==> src/rtl/scff_lfsr_tester.sv <==
// On-chip scan-chain tester: fills the chain with a 16-bit LFSR stream, then checks the tail.
// The tail is compared against a reference LFSR loaded with the same seed; all outputs are registered.
module scff_lfsr_tester #(
    parameter int CHAIN_LEN = 1024,
    parameter int CNT_W     = 11
) (
    input  logic             wb_clk_i,
    input  logic             wb_rst_i,
    input  logic             start_i,
    input  logic             abort_i,
    input  logic             hold_i,
    input  logic [15:0]      seed_i,
    output logic             sc_head_o,
    input  logic             sc_tail_i,
    output logic             shift_en_o,
    output logic             busy_o,
    output logic             done_o,
    output logic             pass_o,
    output logic [15:0]      err_cnt_o,
    output logic [CNT_W-1:0] first_err_idx_o,
    output logic [1:0]       state_o
);

    typedef enum logic [1:0] {
        S_IDLE  = 2'd0,
        S_FILL  = 2'd1,
        S_CHECK = 2'd2,
        S_DONE  = 2'd3
    } state_t;

    localparam logic [CNT_W-1:0] LAST_IDX = CNT_W'(CHAIN_LEN - 1);

    function automatic logic [15:0] lfsr_step(input logic [15:0] q);
        return {q[14:0], q[15] ^ q[13] ^ q[12] ^ q[10]};
    endfunction

    state_t           state_q, state_d;
    logic             shift_en_q, shift_en_d;
    logic             sc_head_q, sc_head_d;
    logic             busy_q, busy_d;
    logic             done_q, done_d;
    logic             pass_q, pass_d;
    logic [15:0]      err_cnt_q, err_cnt_d;
    logic [CNT_W-1:0] first_idx_q, first_idx_d;
    logic [CNT_W-1:0] cnt_q, cnt_d;
    logic [15:0]      gen_q, gen_d;
    logic [15:0]      chk_q, chk_d;

    logic [15:0] seed_fix;
    logic        start_ok;
    logic        running;

    always_comb begin
        state_d     = state_q;
        done_d      = done_q;
        pass_d      = pass_q;
        err_cnt_d   = err_cnt_q;
        first_idx_d = first_idx_q;
        cnt_d       = cnt_q;
        gen_d       = gen_q;
        chk_d       = chk_q;

        seed_fix = (seed_i == 16'h0000) ? 16'h0001 : seed_i;
        start_ok = start_i && ((state_q == S_IDLE) || (state_q == S_DONE));

        if (abort_i) begin
            state_d = S_IDLE;
            done_d  = 1'b0;
            pass_d  = 1'b0;
        end else if (start_ok) begin
            state_d     = S_FILL;
            gen_d       = seed_fix;
            chk_d       = seed_fix;
            cnt_d       = '0;
            err_cnt_d   = '0;
            first_idx_d = '0;
            done_d      = 1'b0;
            pass_d      = 1'b0;
        end else if (shift_en_q) begin
            // shift_en_q is only ever set while in FILL or CHECK
            gen_d = lfsr_step(gen_q);
            cnt_d = cnt_q + CNT_W'(1);
            if (state_q == S_CHECK) begin
                chk_d = lfsr_step(chk_q);
                if (sc_tail_i != chk_q[15]) begin
                    if (err_cnt_q != 16'hFFFF) begin
                        err_cnt_d = err_cnt_q + 16'd1;
                    end
                    if (err_cnt_q == 16'h0000) begin
                        first_idx_d = cnt_q;
                    end
                end
            end
            if (cnt_q == LAST_IDX) begin
                cnt_d = '0;
                if (state_q == S_FILL) begin
                    state_d = S_CHECK;
                end else begin
                    state_d = S_DONE;
                    done_d  = 1'b1;
                    pass_d  = (err_cnt_d == 16'h0000);
                end
            end
        end

        // The head bit follows the generator, so it naturally holds while shifting is paused.
        running    = (state_d == S_FILL) || (state_d == S_CHECK);
        busy_d     = running;
        shift_en_d = running && !hold_i;
        sc_head_d  = running ? gen_d[15] : 1'b0;
    end

    always_ff @(posedge wb_clk_i) begin
        if (wb_rst_i) begin
            state_q     <= S_IDLE;
            shift_en_q  <= 1'b0;
            sc_head_q   <= 1'b0;
            busy_q      <= 1'b0;
            done_q      <= 1'b0;
            pass_q      <= 1'b0;
            err_cnt_q   <= '0;
            first_idx_q <= '0;
            cnt_q       <= '0;
            gen_q       <= '0;
            chk_q       <= '0;
        end else begin
            state_q     <= state_d;
            shift_en_q  <= shift_en_d;
            sc_head_q   <= sc_head_d;
            busy_q      <= busy_d;
            done_q      <= done_d;
            pass_q      <= pass_d;
            err_cnt_q   <= err_cnt_d;
            first_idx_q <= first_idx_d;
            cnt_q       <= cnt_d;
            gen_q       <= gen_d;
            chk_q       <= chk_d;
        end
    end

    assign sc_head_o       = sc_head_q;
    assign shift_en_o      = shift_en_q;
    assign busy_o          = busy_q;
    assign done_o          = done_q;
    assign pass_o          = pass_q;
    assign err_cnt_o       = err_cnt_q;
    assign first_err_idx_o = first_idx_q;
    assign state_o         = state_q;

endmodule

==> config.mk <==
export PLATFORM = sky130hd
export DESIGN_NAME = scff_lfsr_tester
export DESIGN_NICKNAME = d
export VERILOG_FILES = /design/src/rtl/scff_lfsr_tester.sv
export SDC_FILE = /design/constraint.sdc
export NUM_CORES = 1
export LEC_CHECK = 0
export ABC_AREA = 0
export CAP_MARGIN = 20
export CORE_MARGIN = 2
export CORE_UTILIZATION = 49
export CTS_CLUSTER_SIZE = 10
export DETAILED_ROUTE_END_ITERATION = 8
export GPL_ROUTABILITY_DRIVEN = 1
export MAX_ROUTING_LAYER = met4
export PLACE_DENSITY_LB_ADDON = 0.2
export SLEW_MARGIN = 20
export SYNTH_ARGS = -nofsm -noshare
export SYNTH_HDL_FRONTEND = slang
export SYNTH_SLANG_ARGS = --single-unit
==> constraint.sdc <==
create_clock -name wb_clk_i -period 2.75 [get_ports wb_clk_i]
set_input_delay 0.55 -clock wb_clk_i [delete_from_list [all_inputs] [get_ports wb_clk_i]]
set_output_delay 0.55 -clock wb_clk_i [all_outputs]
set_load 0.005 [all_outputs]
==> results.md <==
- The final route contains approximately 4000 vias.
- The number of nets produced by synthesis is about 550.
- The number of buffers inserted during clock tree synthesis is 9.
- The antenna diode count is 0.
- Setup violations remaining at the end of the flow were counted as 0.
- The highest cell delay on the worst timing path is about 0.6 ns.
- Buffers added to address setup during post-CTS repair amount to 0.
- The overflow left after global routing is 0.
- Detailed placement finished with a half-perimeter wire length of 7496 um.
- The via count of the first global-routing pass came to 3663.
- Across the VDD grid, the largest voltage drop is between 0.2 and 0.3 mV.
- In the final design database the tool counted roughly 590 nets.
- After detailed routing, the average wire length per cell comes to approximately 16 um.
- The cell sitting at the root of the clock tree is a sky130_fd_sc_hd__clkbuf_8.
- In the synthesized netlist, mux cells make up roughly 1.4% of the area.
- Counting flops with a built-in enable in the synthesized netlist gives 0.
- The max-slew violation total from the final report was 0.
- The number of endpoints with negative hold slack in the final report was 0.
- Dividing total power by cell area gives a power density of around 480 nW/um^2.
- The run finished with clean final reports.
- The post-synthesis async set-or-reset flop share is 0%.
- The largest family of logic cells by synthesized area is simple AND/OR/NAND/NOR gates.
- The worst setup slack after placement is ~0.03 ns.
- Setup slack closes at 0.3837 ns.
- The number of buffers and inverters on the critical path is 1.
- The dominant delay contributor by cell family on the critical path is simple AND/OR/NAND/NOR gates.
- Across the run, the number of max-cap violations was 0.
- In the routed design, unresolved DRC markers number 0.
- The worst hold path class is reg -> reg.
- Of all nets on the critical path, the largest fanout is 7.
- TritonCTS built the clock tree.
- The multi-input combinational cells in the finished layout cover a total of between 2000 and 2500 um^2.
- The number of DRC violations after detailed-routing iteration 0 is 312.
- The number of sinks handled by clock tree synthesis is 77.
- Of the total synthesized cell area, the portion taken by full adders, half adders and majority gates is between 1.5 and 2%.
- STA classifies the critical path startpoint as a flop.
- The post-route netlist has 9.965% of its cells at a drive strength greater than 1.
- The number of antenna violations at the first check in global routing is 0.
- The synthesis warning total is 0.
- Across every metal layer, demand over resource in global routing totals between 20% and 30%.
- Relative to the synthesized area, the layout overhead comes to 22.47%.
- STA classifies the critical path endpoint as a flop.
- The first-pass iteration count of the detailed router is 5.
- The largest buffer count on any clock path is 2.
- The starting density of the core is between 50 and 60%.
- The leakage power of the design is between 1.5 and 2 nW.
- Setup repair after global routing left no endpoint under its margin.
- The synthesized-area fraction occupied by and/or/nand/nor cells is 27.11%.
- The portion of the post-synthesis area used by sequential elements is about two fifths.
- The number of inserted filler cells in the final layout is ~730.
- The total number of H-tree levels is 3.
- The first global-routing pass estimated ~18000 um of wire.
- The final critical path takes up 86.05% of the cycle.
- Summed over all instances, the cell type with the most area after synthesis is sky130_fd_sc_hd__dfxtp_1.
- By area the synthesized netlist is led by sky130_fd_sc_hd__dfxtp_1, sky130_fd_sc_hd__nor2_1, sky130_fd_sc_hd__nand2_1, sky130_fd_sc_hd__a311oi_1, sky130_fd_sc_hd__clkbuf_1.
- For the final database, setup skew stands at around 0.0068 ns.
- The number of buffers inserted by port buffering is 55.
- The die area is around 8900 um^2.
- The y dimension of the die is 94.27 um.
- The smallest clock period supported by the final layout is computed as around 2.4 ns.
- In the final layout, flip-flops and latches occupy 1541 um^2.
- The combined area of all synthesized cells is ~4000 um^2.
- The placeable core region is around 7800 um^2.
- The slew at the pin closest to its max-slew limit is between 0.7 and 0.8 ns.
- The weighted congestion reported at the end of routability-driven placement is 0.8976.
- The pin count of the biggest net entering global routing is 47.
- The mean instance size in the synthesized netlist is about 7.7 um^2.
- The final-layout setup total negative slack is 0 ns.
- The number of vias per cell is around 6.0.
- Of the total synthesized cell area, the portion taken by XOR and XNOR cells is approximately 4.2%.
- The number of hold buffers added after CTS was 0.
- The critical path goes through ha_1, inv_1, or4_4, o31a_1, nor4_2, nand4_1, o21ai_2.
- The count of nets left with antenna violations once routing finished came out at 0.
- For this run, the top clock speed supported by timing is between 400 and 500 MHz.
- After technology mapping, the gate count stands at 519.
- The leading register cell type out of synthesis is sky130_fd_sc_hd__dfxtp_1.
- In this run the horizontal extent of the chip is about 94 um.
- For this design the top-level I/O count stands at 56.
- The clock-pin slew on the worst setup and hold paths is about 0.090 ns.
- Hold is met by 0.4761 ns.
- The required time at the endpoint of the critical path is roughly 3.1 ns.
- Summing the areas of all compound-gate instances in the mapped netlist gives about 21% of the synthesized area.
- The slowest stage of the critical path belongs to the cell sky130_fd_sc_hd__or4_4.
- The final wirelength is between 10000 and 15000 um.
- At the later pin of the worst-skew pair, clock insertion delay measures about 0.36 ns.
- Of the post-synthesis cell area, the dominant cell type holds about two fifths.
- Synthesis instantiated 55 different standard cells from the library.
- STA puts the critical path data arrival time at 2.66 ns.
- After synthesis the netlist holds a flip-flop and latch count of between 70 and 80.
- Headroom to the max-slew limit came out at between 40% and 50%.
- The worst setup path is of the reg -> reg kind.
- The number of gates resized after cts is 0.
- After floorplanning, the core was divided into 32 placement rows.
[per-stage QoR]
| step | cell area, um^2 | instances | total power, mW | util (%) |
|---|---|---|---|---|
| after floorplan | 3993 | 519 | 1.365 | - |
| after global placement | 4690 | 658 | 1.454 | 60.06 |
| after detailed placement | 4690 | 658 | 1.462 | 60.06 |
| after CTS | 4890 | 674 | 2.346 | 62.63 |
| after global routing | 4890 | 674 | 2.437 | 62.63 |
| final | 4890 | 674 | 2.339 | 62.63 |
[sequential cells by signal, indices dropped and copies added (netlist names)]
register	count
busy_o	1
chk_q	16
cnt_q	11
done_o	1
err_cnt_o	16
first_err_idx_o	11
gen_q	16
pass_o	1
sc_head_o	1
shift_en_o	1
state_o	2
[worst paths after layout]
path / start / endpoint / slack, ns / cells after the start
max reg2reg: state_o[1]$_SDFF_PP0_ / pass_o$_SDFFE_PP0P_ / 0.38 / 7
min: chk_q[0]$_SDFFE_PP0P_ / chk_q[0]$_SDFFE_PP0P_ / 0.48 / 2
max: state_o[1]$_SDFF_PP0_ / pass_o$_SDFFE_PP0P_ / 0.38 / 7
min reg2reg: chk_q[0]$_SDFFE_PP0P_ / chk_q[0]$_SDFFE_PP0P_ / 0.48 / 2
[placed cells by master (no fill, tap or decap), types with 3 or more instances in the layout]
master,n
sky130_fd_sc_hd__a21oi_1,16
sky130_fd_sc_hd__or3_1,4
sky130_fd_sc_hd__nor2_1,88
sky130_fd_sc_hd__inv_1,22
sky130_fd_sc_hd__or4_1,3
sky130_fd_sc_hd__o21ai_1,4
sky130_fd_sc_hd__or4_4,3
sky130_fd_sc_hd__o21ai_0,7
sky130_fd_sc_hd__dfxtp_1,77
sky130_fd_sc_hd__a41oi_1,5
sky130_fd_sc_hd__xnor2_1,12
sky130_fd_sc_hd__nand2_1,51
sky130_fd_sc_hd__and2_1,3
sky130_fd_sc_hd__clkinv_2,3
sky130_fd_sc_hd__nor4_1,10
sky130_fd_sc_hd__ha_1,5
sky130_fd_sc_hd__o22ai_1,15
sky130_fd_sc_hd__a311oi_1,20
sky130_fd_sc_hd__clkbuf_8,10
sky130_fd_sc_hd__a31oi_1,17
sky130_fd_sc_hd__nand3_1,17
sky130_fd_sc_hd__nor3_1,21
sky130_fd_sc_hd__nand4_1,11
sky130_fd_sc_hd__a211oi_1,4
sky130_fd_sc_hd__xor2_1,7
sky130_fd_sc_hd__a21o_1,3
sky130_fd_sc_hd__buf_4,25
sky130_fd_sc_hd__a22oi_1,14
sky130_fd_sc_hd__and3_1,4
sky130_fd_sc_hd__clkdlybuf4s50_1,54
[synth_stat cells (3+ instances only)]
cell type / count
sky130_fd_sc_hd__a211oi_1: 4
sky130_fd_sc_hd__a21o_1: 3
sky130_fd_sc_hd__a21oi_1: 17
sky130_fd_sc_hd__a22oi_1: 14
sky130_fd_sc_hd__a311oi_1: 20
sky130_fd_sc_hd__a31oi_1: 17
sky130_fd_sc_hd__a41oi_1: 5
sky130_fd_sc_hd__and2_1: 3
sky130_fd_sc_hd__and3_1: 4
sky130_fd_sc_hd__buf_1: 4
sky130_fd_sc_hd__buf_2: 9
sky130_fd_sc_hd__clkbuf_1: 29
sky130_fd_sc_hd__dfxtp_1: 77
sky130_fd_sc_hd__ha_1: 5
sky130_fd_sc_hd__inv_1: 22
sky130_fd_sc_hd__nand2_1: 51
sky130_fd_sc_hd__nand3_1: 17
sky130_fd_sc_hd__nand4_1: 11
sky130_fd_sc_hd__nor2_1: 88
sky130_fd_sc_hd__nor3_1: 21
sky130_fd_sc_hd__nor4_1: 10
sky130_fd_sc_hd__o21ai_0: 7
sky130_fd_sc_hd__o21ai_1: 4
sky130_fd_sc_hd__o22ai_1: 16
sky130_fd_sc_hd__or3_1: 4
sky130_fd_sc_hd__or4_1: 3
sky130_fd_sc_hd__or4_4: 3
sky130_fd_sc_hd__xnor2_1: 12
sky130_fd_sc_hd__xor2_1: 7
[kinds of logic after synthesis]
family / Yosys count
AO/OA/AOI/OAI: 119
XOR/XNOR: 19
adder cells (fa/ha/maj): 5
buffers and inverters: 66
flip-flops: 77
multiplexers: 5
AND/OR/NAND/NOR: 228
[layout make-up]
class | instances | area share (%)
Sequential cell | 77 | 31.53
Clock buffer | 10 | 2.815
Tap cell | 102 | 2.610
Clock inverter | 6 | 1.279
Multi-Input combinational cell | 376 | 45.01
Inverter | 23 | 1.766
Timing Repair Buffer | 80 | 14.99
[worst min-delay path: cells and delay by family (launching register included)]
| kind | cells | cell delay, ns |
|---|---|---|
| flops | 1 | 0.32 |
| simple gates | 1 | 0.06 |
| compound gates | 1 | 0.06 |
[power breakdown]
group          total, mW  internal (mW)  switching (mW)
Sequential          1.18           1.15          0.0247
Clock              0.899          0.443           0.456
Combinational      0.264          0.113           0.151
Total               2.34           1.71           0.632
[metal layers]
layer | share of wire, % | track usage [%] | vias to the layer above
li1 | - | - | 1958
met1 | 45 | 35.24 | 1927
met2 | 48 | 41.55 | 149
met3 | 5.7 | 4.735 | 23
met4 | 1.3 | 8.092 | 0
met5 | 0 | - | -
Note: power is estimated with default switching activity, not from simulation.
